==> config.mk <==
export PLATFORM = sky130hd
export DESIGN_NAME = button_round_ctrl
export DESIGN_NICKNAME = d
export VERILOG_FILES = /design/src/rtl/button_round_ctrl.sv
export SDC_FILE = /design/constraint.sdc
export NUM_CORES = 1
export LEC_CHECK = 0
export ABC_AREA = 1
export CORE_UTILIZATION = 65
export CTS_CLUSTER_DIAMETER = 80
export DETAILED_ROUTE_END_ITERATION = 10
export PLACE_DENSITY = 0.85
export SLEW_MARGIN = 20
export SYNTH_ARGS = -nofsm -noshare
export SYNTH_HDL_FRONTEND = slang
export SYNTH_SLANG_ARGS = --single-unit
==> constraint.sdc <==
create_clock -name i_clk -period 4.38 [get_ports i_clk]
set_input_delay 0.876 -clock i_clk [delete_from_list [all_inputs] [get_ports i_clk]]
set_output_delay 0.876 -clock i_clk [all_outputs]
set_load 0.05 [all_outputs]
==> src/rtl/button_round_ctrl.sv <==
// Round controller for a button game: arms a set of buttons, blinks a shared
// sparkle signal while waiting, and reports the first masked selection, a
// timeout, or an abort from the reed switch.
module button_round_ctrl #(
    parameter int unsigned N_BTN       = 4,
    parameter int unsigned SPARKLE_DIV = 12500000,
    parameter int unsigned TIMEOUT     = 500000000
) (
    input  logic                                      i_clk,
    input  logic                                      i_rst_n,
    input  logic                                      i_start,
    input  logic [N_BTN-1:0]                          i_mask,
    input  logic [N_BTN-1:0]                          i_select,
    input  logic                                      i_abort,
    input  logic                                      i_ready,
    output logic [N_BTN-1:0]                          o_exist,
    output logic                                      o_sparkle,
    output logic                                      o_busy,
    output logic                                      o_valid,
    output logic [((N_BTN > 1) ? $clog2(N_BTN) : 1)-1:0] o_choice,
    output logic                                      o_timeout,
    output logic                                      o_abort
);

    localparam int unsigned CW = (N_BTN > 1) ? $clog2(N_BTN) : 1;
    localparam int unsigned SW = (SPARKLE_DIV > 1) ? $clog2(SPARKLE_DIV) : 1;

    typedef enum logic [1:0] {
        S_IDLE   = 2'd0,
        S_WAIT   = 2'd1,
        S_REPORT = 2'd2
    } state_t;

    state_t           state_q,   state_d;
    logic [N_BTN-1:0] mask_q,    mask_d;
    logic [31:0]      timer_q,   timer_d;
    logic [SW-1:0]    spk_cnt_q, spk_cnt_d;
    logic             sparkle_q, sparkle_d;
    logic [N_BTN-1:0] exist_q,   exist_d;
    logic             busy_q,    busy_d;
    logic             valid_q,   valid_d;
    logic [CW-1:0]    choice_q,  choice_d;
    logic             timeout_q, timeout_d;
    logic             abort_q,   abort_d;

    logic [N_BTN-1:0] hit;
    logic [CW-1:0]    sel_idx;

    // Masked selection and its lowest set index (priority encoder).
    always_comb begin
        hit     = i_select & mask_q;
        sel_idx = '0;
        for (int unsigned i = N_BTN; i > 0; i--) begin
            if (hit[i-1]) begin
                sel_idx = CW'(i - 1);
            end
        end
    end

    // Next-state and registered-output logic; select beats abort beats timeout.
    always_comb begin
        state_d   = state_q;
        mask_d    = mask_q;
        timer_d   = timer_q;
        spk_cnt_d = spk_cnt_q;
        sparkle_d = sparkle_q;
        valid_d   = valid_q;
        choice_d  = choice_q;
        timeout_d = timeout_q;
        abort_d   = 1'b0;

        case (state_q)
            S_IDLE: begin
                if (i_start && (|i_mask)) begin
                    state_d   = S_WAIT;
                    mask_d    = i_mask;
                    timer_d   = '0;
                    spk_cnt_d = '0;
                    sparkle_d = 1'b1;
                end
            end
            S_WAIT: begin
                if (|hit) begin
                    state_d   = S_REPORT;
                    valid_d   = 1'b1;
                    choice_d  = sel_idx;
                    timeout_d = 1'b0;
                end else if (i_abort) begin
                    state_d = S_IDLE;
                    abort_d = 1'b1;
                end else if (timer_q == 32'(TIMEOUT - 1)) begin
                    state_d   = S_REPORT;
                    valid_d   = 1'b1;
                    choice_d  = '0;
                    timeout_d = 1'b1;
                end else begin
                    timer_d = timer_q + 32'd1;
                    if (spk_cnt_q == SW'(SPARKLE_DIV - 1)) begin
                        spk_cnt_d = '0;
                        sparkle_d = ~sparkle_q;
                    end else begin
                        spk_cnt_d = spk_cnt_q + SW'(1);
                    end
                end
            end
            S_REPORT: begin
                if (i_ready) begin
                    state_d   = S_IDLE;
                    valid_d   = 1'b0;
                    choice_d  = '0;
                    timeout_d = 1'b0;
                end
            end
            default: begin
                state_d = S_IDLE;
                valid_d = 1'b0;
            end
        endcase

        // Outputs tied to the state being entered so they stay registered.
        exist_d = (state_d == S_WAIT) ? mask_d : '0;
        if (state_d != S_WAIT) begin
            sparkle_d = 1'b0;
        end
        busy_d = (state_d != S_IDLE);
    end

    // State and output registers with synchronous active-low reset.
    always_ff @(posedge i_clk) begin
        if (!i_rst_n) begin
            state_q   <= S_IDLE;
            mask_q    <= '0;
            timer_q   <= '0;
            spk_cnt_q <= '0;
            sparkle_q <= 1'b0;
            exist_q   <= '0;
            busy_q    <= 1'b0;
            valid_q   <= 1'b0;
            choice_q  <= '0;
            timeout_q <= 1'b0;
            abort_q   <= 1'b0;
        end else begin
            state_q   <= state_d;
            mask_q    <= mask_d;
            timer_q   <= timer_d;
            spk_cnt_q <= spk_cnt_d;
            sparkle_q <= sparkle_d;
            exist_q   <= exist_d;
            busy_q    <= busy_d;
            valid_q   <= valid_d;
            choice_q  <= choice_d;
            timeout_q <= timeout_d;
            abort_q   <= abort_d;
        end
    end

    assign o_exist   = exist_q;
    assign o_sparkle = sparkle_q;
    assign o_busy    = busy_q;
    assign o_valid   = valid_q;
    assign o_choice  = choice_q;
    assign o_timeout = timeout_q;
    assign o_abort   = abort_q;

endmodule

==> flow_metrics.tcl <==
set metrics [dict create \
    drt_iter0_drc 259 \
    grt_max_degree 57 \
    p_total_w 0.001470 \
    yosys.area.top_type "dfxtp_1" \
    fin_setup_tns_ns 0 \
    drive_gt1_frac 0.09479 \
    ctsResizeCount 0 \
    yosys_register_bits 73 \
    irDropWorstVdd_uv 217.8 \
    nFillCells 641 \
    areaGrowthSynthToFinish_pct 8.853 \
    r2r_cells 12 \
    r2r-start "timer_q[0]" \
    num_vias 5199 \
    die_x_um 89.11 \
    finalHoldViolCount 0 \
    grt_busiest_layer "met2" \
    grtUsageMet3 0.06371 \
    nets 854 \
    ys_seq_area_frac 0.2963 \
    endpoint_kind "flip-flop" \
    worst-path-buf-inv 3 \
    use_met1 0.4030 \
    hold_path_startpoint "o_valid" \
    cts-root-buf "clkbuf_8" \
    synthDominantCellAreaShare 0.2963 \
    crit_family "simple AND/OR/NAND/NOR gates" \
    path_cells "clkdlybuf4s50_1, inv_1, nand3_1, o21ai_0, nor2_1, a21oi_1, nor2_2, buf_4, nand2_1, a21oi_2" \
    firstDrtPassIters 5 \
    post_layout_nonfiller_instances 943 \
    drt_wl_total_mm 12.57 \
    slew_violations 0 \
    grt_pass1_vias 4792 \
    fin_ws_ns 1.416 \
    cts_tree "yes" \
    grt_use_total 0.3391 \
    slowest_delay_ns 0.65 \
    pre_cts_slack_ns 1.063 \
    fp.coreArea_um2 7292 \
    reg2reg_to "timer_q[0]" \
    grt_first_pass_wirelength_mm 20.98 \
    min_period_ns 2.964 \
    clkTransAtPathRegs_ns 0.08 \
    multi_input_area_um2 3052 \
    max_freq_mhz 337.3 \
    wl_per_cell_um 13.33 \
    synth.avg_cell_area_um2 5.986 \
    initial_utilization 0.6764 \
    postCtsSetupBuffers 0 \
    r2r_slack_ns 1.71 \
    ys_types 33 \
    antenna_found_initial 0 \
    crit_path_top_delay_cell "nor2_2" \
    hold_class "flip-flop to flip-flop" \
    power.leakage_nw 1.828 \
    cts.sinks 73 \
    synth_most_common_cell "nand2_1" \
    met2_usage 0.5802 \
    die_area_um2 7941 \
    fin_skew_ns 0.008097 \
    regArea_um2 1461 \
    hpwlAfterDp_mm 9.014 \
    crit_type "primary input to flip-flop" \
    synthTopCellsByArea "dfxtp_1 (30%), nand2_1 (20%), nor2_1 (13%), nand3_1 (7.1%), inv_1 (5.1%)" \
    pwr_density_cell_nw_per_um2 273.8 \
    diodes 0 \
    clock_latency_ns 0.36 \
    htree_levels 3 \
    tightest_slew_ns 0.7984 \
    gp_congestion 0.9235 \
    hold_end "o_valid" \
    io_buffer_count 23 \
    synth-main-ff-cell "dfxtp_1" \
    yosys_warnings 0 \
    required_ns 4.66 \
    utilization 0.7363 \
    placed_cells 927 \
    postCtsHoldBufs 0 \
    fin_crit_sh 0.6768 \
    status "completed" \
    syn-instance-count 824 \
    setup_viol 0 \
    cp_max_fo 17 \
    slew_headroom 0.4670 \
    die_h_um 89.11 \
    grt.overflow.total 0 \
    cts_buffer_depth 2 \
    synth_edf_count 0 \
    ant_nets 0 \
    rows 31 \
    cp-start-kind "primary input" \
    cts_buffers 9 \
    synthTopCellsByCount "nand2_1 (266), nor2_1 (169), dfxtp_1 (73)" \
    via_per_inst 5.513 \
    ioPinCount 24 \
    async_reset_ff_frac 0 \
    whs_path_depth 2 \
    netlist_area_um2 4932 \
    arrival_ns 3.25 \
    synth_nets 839 \
    drc 0 \
    maxCapViolCount 0 \
    rsz0062_at_grt "false" \
]
-- worst reg2reg max path: stages (launching register included) --
cell	delay [ns]
dfxtp_1	0.44
ha_1	0.30
inv_2	0.08
nor2_4	0.20
nand2_4	0.09
nor2_1	0.11
nand2_1	0.10
nand2_2	0.10
nand2_4	0.20
nand2_4	0.64
nand2_1	0.15
nand2_1	0.11
nor2_1	0.05
-- routing by layer --
metal	routed length [µm]	vias to the layer above
met5	0	-
met3	670	48
met2	6070	174
met1	5328	2347
li1	-	2630
met4	497	0
-- how the worst max path moves through the flow --
stage               from          end  cells after the start
2_1_floorplan  i_mask[3]  timer_q[19]                      9
3_3_place_gp   i_mask[2]  timer_q[29]                     10
3_5_place_dp   i_mask[1]  timer_q[30]                     10
4_1_cts        i_mask[3]  timer_q[30]                     10
5_1_grt        i_mask[1]  timer_q[30]                     10
6_report       i_mask[3]  timer_q[30]                     10
-- layout make-up --
type / count / area share
clock inverters: 7 / 0.01445
flip-flops and latches: 73 / 0.2722
clock buffers: 9 / 0.02307
inverters: 68 / 0.04754
well taps: 99 / 0.02307
repair buffers: 29 / 0.05127
multi-input cells: 658 / 0.5684
-- state kept, by name (all words and copies together) (netlist names), 2 cells and up --
register and flops:
timer_q 32, spk_cnt_q 24, mask_q 4, o_exist 4, o_choice 2, state_q 2
-- stage by stage --
step / hold WS (ns) / instance area, µm²
after global placement: 0.4532 / 5167
after global routing: 0.4948 / 5369
after detailed placement: 0.4619 / 5167
after floorplan: 0.4577 / 4932
after CTS: 0.4757 / 5369
final: 0.4738 / 5369
-- cells by family (layout without fill, tap and decap cells) --
logic type	count (synthesis)	count (layout)	synth area share
xor gates and xnor gates	20	20	0.03552
muxes	1	1	0.002030
and+or+nand+nor	564	564	0.4815
DFF	73	73	0.2963
adders and majority gates	2	2	0.005073
AOI/OAI and AO/OA	71	71	0.09462
buffers and inverters	93	113	0.08498
-- cells in the final DEF (no fill, tap or decap), types with 2 or more instances in the layout --
| cell | count |
|---|---|
| nor4_1 | 3 |
| dfxtp_1 | 73 |
| xor2_1 | 15 |
| nor2_2 | 2 |
| clkdlybuf4s50_1 | 23 |
| inv_2 | 2 |
| ha_1 | 2 |
| nand2_2 | 24 |
| nor3b_1 | 2 |
| inv_6 | 2 |
| inv_1 | 66 |
| clkbuf_8 | 9 |
| nand3b_1 | 3 |
| nand4_1 | 16 |
| nor2_1 | 169 |
| a21oi_2 | 24 |
| buf_4 | 6 |
| nor3_1 | 3 |
| nand2_1 | 266 |
| clkinv_2 | 2 |
| o21bai_1 | 4 |
| nand3_1 | 70 |
| nand2_4 | 3 |
| a21oi_1 | 32 |
| xnor2_1 | 5 |
| o21ai_0 | 8 |
-- power breakdown --
group / switching, W / leakage, nW / internal (W) / total [W]
registers: 0.0000121 / 0.590 / 0.000679 / 0.000691
clock network: 0.000281 / 0.106 / 0.000270 / 0.000551
logic: 0.000168 / 1.13 / 0.0000600 / 0.000228
(Power assumes the default switching activity.)
